--- config.mk ---
export PLATFORM = sky130hd
export DESIGN_NAME = scan_keypad_flat
export DESIGN_NICKNAME = d
export VERILOG_FILES = /design/src/rtl/scan_keypad_pkg.sv /design/src/rtl/scan_keypad_if.sv /design/src/rtl/scan_keypad_sync_2ff.sv /design/src/rtl/scan_keypad.sv /design/src/flat_wrapper.sv
export SDC_FILE = /design/constraint.sdc
export NUM_CORES = 1
export LEC_CHECK = 0
export CAP_MARGIN = 20
export CORE_ASPECT_RATIO = 0.5
export CORE_UTILIZATION = 50
export DETAILED_ROUTE_END_ITERATION = 6
export HOLD_SLACK_MARGIN = 0.06
export PLACE_DENSITY_LB_ADDON = 0.3
export RECOVER_POWER = 100
export SETUP_SLACK_MARGIN = 0.3
export SLEW_MARGIN = 40
export SYNTH_ARGS = -nofsm -noshare
export SYNTH_HDL_FRONTEND = slang
export SYNTH_SLANG_ARGS = --single-unit
--- constraint.sdc ---
create_clock -name clk_1K -period 3 [get_ports clk_1K]
set_input_delay 0.6 -clock clk_1K [delete_from_list [all_inputs] [get_ports clk_1K]]
set_output_delay 0.6 -clock clk_1K [all_outputs]
set_load 0.03 [all_outputs]
--- src/rtl/scan_keypad_pkg.sv ---
// Shared types, sizes and helpers for the 4x4 keypad scanner.
package scan_keypad_pkg;

    localparam int unsigned ROWS  = 4;
    localparam int unsigned COLS  = 4;
    localparam int unsigned ROW_W = 2;
    localparam int unsigned COL_W = 2;
    localparam int unsigned KEY_W = ROW_W + COL_W;

    typedef enum logic [1:0] {
        StScan     = 2'd0,
        StDebounce = 2'd1,
        StPressed  = 2'd2
    } state_e;

    // Index of the lowest active-low column; multi-key presses resolve to the lowest column.
    function automatic logic [COL_W-1:0] lowest_low_col(input logic [COLS-1:0] cols);
        logic [COL_W-1:0] idx;
        idx = '0;
        for (int i = COLS - 1; i >= 0; i--) begin
            if (!cols[i]) begin
                idx = COL_W'(i);
            end
        end
        return idx;
    endfunction

    // Active-low one-cold row drive for a row index.
    function automatic logic [ROWS-1:0] row_drive(input logic [ROW_W-1:0] row);
        logic [ROWS-1:0] one_hot;
        one_hot      = '0;
        one_hot[row] = 1'b1;
        return ~one_hot;
    endfunction

endpackage

--- src/rtl/scan_keypad_if.sv ---
// Keypad pin and key-event bundle; master is the scanner, slave is the board/consumer side.
interface scan_keypad_if;
    import scan_keypad_pkg::*;

    logic [COLS-1:0]  col_in;
    logic [ROWS-1:0]  row_sel;
    logic             key_valid;
    logic [KEY_W-1:0] key_code;
    logic             key_held;

    modport master (
        input  col_in,
        output row_sel,
        output key_valid,
        output key_code,
        output key_held
    );

    modport slave (
        output col_in,
        input  row_sel,
        input  key_valid,
        input  key_code,
        input  key_held
    );

endinterface

--- src/rtl/scan_keypad_sync_2ff.sv ---
// Two-flop synchronizer for asynchronous keypad column inputs.
module scan_keypad_sync_2ff #(
    parameter int unsigned      Width    = 4,
    parameter logic [Width-1:0] ResetVal = '1
) (
    input  logic             clk_i,
    input  logic             rst_i,
    input  logic [Width-1:0] d_i,
    output logic [Width-1:0] q_o
);

    logic [Width-1:0] meta_q, meta_d;
    logic [Width-1:0] sync_q, sync_d;

    // Shift the raw input through two stages.
    always_comb begin
        meta_d = d_i;
        sync_d = meta_q;
    end

    // Synchronous reset to the idle (all columns released) level.
    always_ff @(posedge clk_i) begin
        if (rst_i) begin
            meta_q <= ResetVal;
            sync_q <= ResetVal;
        end else begin
            meta_q <= meta_d;
            sync_q <= sync_d;
        end
    end

    assign q_o = sync_q;

endmodule

--- src/rtl/scan_keypad.sv ---
// 4x4 matrix keypad scanner: row scan, press/release debounce, one-cycle key strobe.
module scan_keypad
    import scan_keypad_pkg::*;
#(
    parameter int unsigned ROW_DWELL       = 4,
    parameter int unsigned DEBOUNCE_CYCLES = 20
) (
    input  logic          clk_1K,
    input  logic          reset,
    scan_keypad_if.master kp_if
);

    localparam int unsigned DwellW = $clog2(ROW_DWELL);
    localparam int unsigned DebW   = $clog2(DEBOUNCE_CYCLES + 1);

    localparam logic [DwellW-1:0] DwellLast = DwellW'(ROW_DWELL - 1);
    localparam logic [DebW-1:0]   DebLast   = DebW'(DEBOUNCE_CYCLES - 1);

    state_e             state_q, state_d;
    logic [ROW_W-1:0]   row_q, row_d;
    logic [COL_W-1:0]   col_q, col_d;
    logic [DwellW-1:0]  dwell_q, dwell_d;
    logic [DebW-1:0]    deb_q, deb_d;
    logic               key_valid_q, key_valid_d;
    logic [KEY_W-1:0]   key_code_q, key_code_d;
    logic               key_held_q, key_held_d;

    logic [COLS-1:0]    col_s;
    logic               col_low;

    scan_keypad_sync_2ff #(
        .Width    (COLS),
        .ResetVal ({COLS{1'b1}})
    ) u_col_sync (
        .clk_i (clk_1K),
        .rst_i (reset),
        .d_i   (kp_if.col_in),
        .q_o   (col_s)
    );

    // The column latched at detection; other columns are ignored until release.
    assign col_low = ~col_s[col_q];

    // Next-state for scan, debounce and release tracking.
    always_comb begin
        state_d     = state_q;
        row_d       = row_q;
        col_d       = col_q;
        dwell_d     = dwell_q;
        deb_d       = deb_q;
        key_valid_d = 1'b0;
        key_code_d  = key_code_q;
        key_held_d  = key_held_q;

        unique case (state_q)
            StScan: begin
                if (dwell_q == DwellLast) begin
                    if (col_s == {COLS{1'b1}}) begin
                        row_d   = row_q + 1'b1;
                        dwell_d = '0;
                    end else begin
                        col_d   = lowest_low_col(col_s);
                        deb_d   = '0;
                        state_d = StDebounce;
                    end
                end else begin
                    dwell_d = dwell_q + 1'b1;
                end
            end
            StDebounce: begin
                if (col_low) begin
                    if (deb_q == DebLast) begin
                        key_valid_d = 1'b1;
                        key_code_d  = {row_q, col_q};
                        key_held_d  = 1'b1;
                        deb_d       = '0;
                        state_d     = StPressed;
                    end else begin
                        deb_d = deb_q + 1'b1;
                    end
                end else begin
                    // Bounce or glitch: abandon and move on to the next row.
                    row_d   = row_q + 1'b1;
                    dwell_d = '0;
                    state_d = StScan;
                end
            end
            StPressed: begin
                if (!col_low) begin
                    if (deb_q == DebLast) begin
                        key_held_d = 1'b0;
                        row_d      = row_q + 1'b1;
                        dwell_d    = '0;
                        deb_d      = '0;
                        state_d    = StScan;
                    end else begin
                        deb_d = deb_q + 1'b1;
                    end
                end else begin
                    // Release must be seen on consecutive cycles; any low restarts it.
                    deb_d = '0;
                end
            end
            default: begin
                state_d    = StScan;
                row_d      = '0;
                col_d      = '0;
                dwell_d    = '0;
                deb_d      = '0;
                key_code_d = '0;
                key_held_d = 1'b0;
            end
        endcase
    end

    // State and registered outputs; reset has priority over everything.
    always_ff @(posedge clk_1K) begin
        if (reset) begin
            state_q     <= StScan;
            row_q       <= '0;
            col_q       <= '0;
            dwell_q     <= '0;
            deb_q       <= '0;
            key_valid_q <= 1'b0;
            key_code_q  <= '0;
            key_held_q  <= 1'b0;
        end else begin
            state_q     <= state_d;
            row_q       <= row_d;
            col_q       <= col_d;
            dwell_q     <= dwell_d;
            deb_q       <= deb_d;
            key_valid_q <= key_valid_d;
            key_code_q  <= key_code_d;
            key_held_q  <= key_held_d;
        end
    end

    assign kp_if.row_sel   = row_drive(row_q);
    assign kp_if.key_valid = key_valid_q;
    assign kp_if.key_code  = key_code_q;
    assign kp_if.key_held  = key_held_q;

endmodule

--- src/flat_wrapper.sv ---
// flat-port wrapper written by rule: the top's interface ports become plain ports
module scan_keypad_flat import scan_keypad_pkg::*;
#(
    parameter int unsigned ROW_DWELL       = 4,
    parameter int unsigned DEBOUNCE_CYCLES = 20
)
  (clk_1K, reset, kp_if_col_in, kp_if_row_sel, kp_if_key_valid, kp_if_key_code, kp_if_key_held);
  scan_keypad_if kp_if_i ();
  input  logic clk_1K;
  input  logic reset;
  input wire logic [$bits(kp_if_i.col_in)-1:0] kp_if_col_in;
  output wire logic [$bits(kp_if_i.row_sel)-1:0] kp_if_row_sel;
  output wire logic [$bits(kp_if_i.key_valid)-1:0] kp_if_key_valid;
  output wire logic [$bits(kp_if_i.key_code)-1:0] kp_if_key_code;
  output wire logic [$bits(kp_if_i.key_held)-1:0] kp_if_key_held;
  assign kp_if_i.col_in = kp_if_col_in;
  assign kp_if_row_sel = kp_if_i.row_sel;
  assign kp_if_key_valid = kp_if_i.key_valid;
  assign kp_if_key_code = kp_if_i.key_code;
  assign kp_if_key_held = kp_if_i.key_held;
  scan_keypad #(.ROW_DWELL(ROW_DWELL), .DEBOUNCE_CYCLES(DEBOUNCE_CYCLES)) u_core (.clk_1K(clk_1K), .reset(reset), .kp_if(kp_if_i));
endmodule
==> metrics.log <==
[metrics] cells taking the most area after synthesis: sky130_fd_sc_hd__dfxtp_1 (39%), sky130_fd_sc_hd__ha_1 (9.1%), sky130_fd_sc_hd__a21oi_1 (4.0%)
[metrics] CTS HTree Levels: 1
[metrics] CTS tree: yes
[metrics] Tot GR Track Use: 18.4%
[metrics] adder-cell area share of the yosys netlist: 9.13%
[metrics] Worst Path Buf+Inv: 3
[metrics] Setup CP Type: reg -> out
[metrics] final count of hold timing violations: 0
[metrics] proportion of register bits with asynchronous set or reset after synthesis: 0%
[metrics] initial standard-cell utilization of the core: 57.0%
[metrics] diodes inserted: 0
[metrics] fin. max-slew vios: 0
[metrics] Die Footprint: 2970 sq um
[metrics] Overall Power: 1.07 mW
[metrics] largest stage delay on the critical path: 720 ps
[metrics] Final Net Count: 179
[metrics] CTS buffer count: 3
[metrics] DIE HEIGHT: 39.0 um
[metrics] post-synthesis xor/xnor area fraction: 2.56%
[metrics] maximum number of pins on one net before global-route repair: 25
[metrics] setup violators final: 0
[metrics] # resized after CTS: 0
[metrics] count of buffers added by post-CTS timing repair for setup: 0
[metrics] leakage component of the power: 0.598 nW
[metrics] post-synth top area share: 39.5%
[metrics] Max Clk Rate: 422 MHz
[metrics] master cell of the clock root buffer: sky130_fd_sc_hd__clkbuf_8
[metrics] Residual DRC: 0
[metrics] post-detailed-route via-to-cell ratio: 5.28
[metrics] Worst Setup Start Kind: flip-flop
[metrics] cell family with the largest share of critical-path delay: buffers and inverters
[metrics] Congestion Overflow GR: 0
[metrics] worst endpoint data arrival time: 1770 ps
[metrics] initial drt markers: 85
[metrics] most common cell in the netlist: sky130_fd_sc_hd__dfxtp_1
[metrics] Layout Cells excl Fill: 197
[metrics] number of global-route vias before repair: 938
[metrics] number of buffers inserted for hold repair after clock tree synthesis: 0
[metrics] maximum capacitance violations: 0
[metrics] Post-Syn Nets: 165
[metrics] largest clock skew in the final design: 5.12 ps
[metrics] part of the cycle the worst path needs: 79.0%
[metrics] total clock sinks: 27
[metrics] run status: finished clean
[metrics] Max Root-Sink Buffers: 2
[metrics] gate count after technology mapping: 149
[metrics] share of synthesized area spent on multiplexers: 5.30%
[metrics] count of fill cells added during filler insertion: 209
[metrics] cell type with the largest total area after synthesis: sky130_fd_sc_hd__dfxtp_1
[metrics] post-route core utilization: 64.5%
[metrics] Syn-to-layout area delta: 13.1%
[metrics] Placed Cells: 193
[metrics] cell mode on critical path: sky130_fd_sc_hd__inv_1
[metrics] critical-path cell with the highest stage delay: sky130_fd_sc_hd__dlygate4sd3_1
[metrics] required time of the worst setup path: 2400 ps
[metrics] proportion of layout cells with a drive suffix above 1: 11.1%
[metrics] Min Clock Period, post-route: 2370 ps
[metrics] core area: 2400 sq um
[metrics] type of destination of the critical path: primary output
[metrics] number of warnings issued by yosys: 0
[metrics] Detailed Routing Iterations Pass 1: 4
[metrics] number of antenna violations at the first check in global routing: 0
[metrics] aggregate negative setup slack: 0 ps
[metrics] Die Width: 76.0 um
[metrics] slew at the pin closest to its max-slew limit: 1010 ps
[metrics] number of placement rows: 12
[metrics] I/O pin count: 16
[metrics] Syn Std Cell Area: 1370 sq um
[metrics] detailed-placement wirelength estimate: 1730 um
[metrics] main combinational cell family by area after synthesis: simple AND/OR/NAND/NOR gates
[metrics] largest vdd supply drop: 407 uV
[metrics] flops & latches, synth: 27
[metrics] Post-Synthesis Mean Instance Area: 9.20 sq um
[metrics] unrepaired setup endpoints after global routing: no
[metrics] routed length per instance: 12.2 um
[metrics] ordered cell list for the critical path: inv_1, ha_1, inv_1, dlygate4sd3_1
[metrics] total via count in the routed design: 1041
[metrics] number of flops mapped to enable cells by yosys: 0
[metrics] total wire length: 2400 um
[metrics] peak fanout along the critical path: 6
[metrics] PwrDens: 693 nW/um^2
[metrics] simple-gate area share of the yosys netlist: 23.9%
[metrics] setup slack at placement: 883 ps
[metrics] Synth cell types: 40
[metrics] synthesized-area fraction occupied by ao, oa, aoi and oai cells: 13.9%
[metrics] fraction of the yosys area taken by sequential cells: 39.5%
[metrics] wire length of the first global-routing pass: 4100 um
[metrics] final RePlAce weighted congestion: 0.849
[metrics] insertion delay of the later-clocked pin in the worst-skew pair: 280 ps
[metrics] Port Buffer Count: 15
[metrics] kind of path behind the tightest hold check: reg -> reg
[metrics] fin worst setup slack: 631 ps
[metrics] most numerous cell types in the synthesized netlist: sky130_fd_sc_hd__dfxtp_1 (27), sky130_fd_sc_hd__nand2_1 (14), sky130_fd_sc_hd__a21oi_1 (11)
[metrics] Slew Limit Headroom: 32.1%
[metrics] most used flip-flop cell after synthesis: sky130_fd_sc_hd__dfxtp_1
[metrics] clock-pin slew reported for the worst setup and hold paths after clock tree synthesis: 100 ps
[metrics] number of routed nets with antenna violations: 0
-- path summary, 6_finish.rpt --
path	slack [ps]	to	start	cells after the start
setup / recovery	630	kp_if_row_sel[2]	u_core.row_q[0]	4
hold / removal	430	u_core.u_col_sync.q_o[1]	u_core.u_col_sync.meta_q[1]	1
setup reg to reg	800	u_core.state_q[1]	u_core.dwell_q[0]	5
hold reg to reg	430	u_core.u_col_sync.q_o[1]	u_core.u_col_sync.meta_q[1]	1
-- routing by layer --
| layer | track usage (%) | vias to the layer above | share of wire, % |
|---|---|---|---|
| li1 | - | 538 | - |
| met1 | 22.5 | 467 | 51 |
| met2 | 32.5 | 32 | 43 |
| met3 | 5.88 | 4 | 4.8 |
| met4 | 4.81 | 0 | 1.3 |
| met5 | 0 | - | 0 |
-- cell type report --
type,count,area [sq um],area share (%)
multi-input combinational,107,731,47.2
sequential,27,541,34.9
clock buffer,3,41.3,2.67
inverter,9,33.8,2.18
clock inverter,1,8.76,0.565
timing repair buffer,15,150,9.69
tap,35,43.8,2.83
-- kinds of logic (layout without fill, tap and decap cells) --
family	after synthesis	in the layout
buffers and inverters	15	28
AO/OA/AOI/OAI	28	28
flip-flops	27	27
AND/OR/NAND/NOR	59	59
XOR/XNOR	4	4
multiplexers	6	6
adder cells (fa/ha/maj)	10	10
-- through the flow --
stage	area, sq um	hold WS, ps
2_1_floorplan	1370	389
3_3_place_gp	1520	392
3_5_place_dp	1520	404
4_1_cts	1570	428
5_1_grt	1550	443
6_report	1550	426
-- sequential cells by signal, indices dropped and copies added (netlist names) --
| name | cells |
|---|---|
| u_core.kp_if.key_code | 4 |
| u_core.kp_if.key_held | 1 |
| u_core.col_q | 2 |
| u_core.row_q | 2 |
| u_core.kp_if.key_valid | 1 |
| u_core.u_col_sync.q_o | 4 |
| u_core.u_col_sync.meta_q | 4 |
| u_core.state_q | 2 |
| u_core.deb_q | 5 |
| u_core.dwell_q | 2 |
-- power by group --
part | internal [mW] | switching (mW)
sequential | 0.402 | 0.0420
combinational | 0.166 | 0.249
clock | 0.0975 | 0.118
-- worst reg2reg max path: cells and delay by family, from the launching register on --
family,cells,cell delay (ps)
flops,1,370
compound gates,3,1470
fa+ha+maj,1,200
buf+inv,1,70
-- cell usage in the layout (no fill, tap or decap), drive strengths merged, types with 2 or more instances in the layout --
| cell type | count |
|---|---|
| dfxtp | 27 |
| nand2 | 14 |
| a21oi | 11 |
| dlygate4sd3 | 11 |
| ha | 10 |
| inv | 10 |
| nor2 | 9 |
| or2 | 8 |
| o21ai | 7 |
| nand3 | 7 |
| mux2i | 5 |
| nand4 | 4 |
| xor2 | 4 |
| nand2b | 4 |
| clkdlybuf4s50 | 4 |
| and2 | 4 |
| clkbuf | 3 |
| nor2b | 2 |
| a221oi | 2 |
| a211o | 2 |
Note: power is estimated with default switching activity, not from simulation.
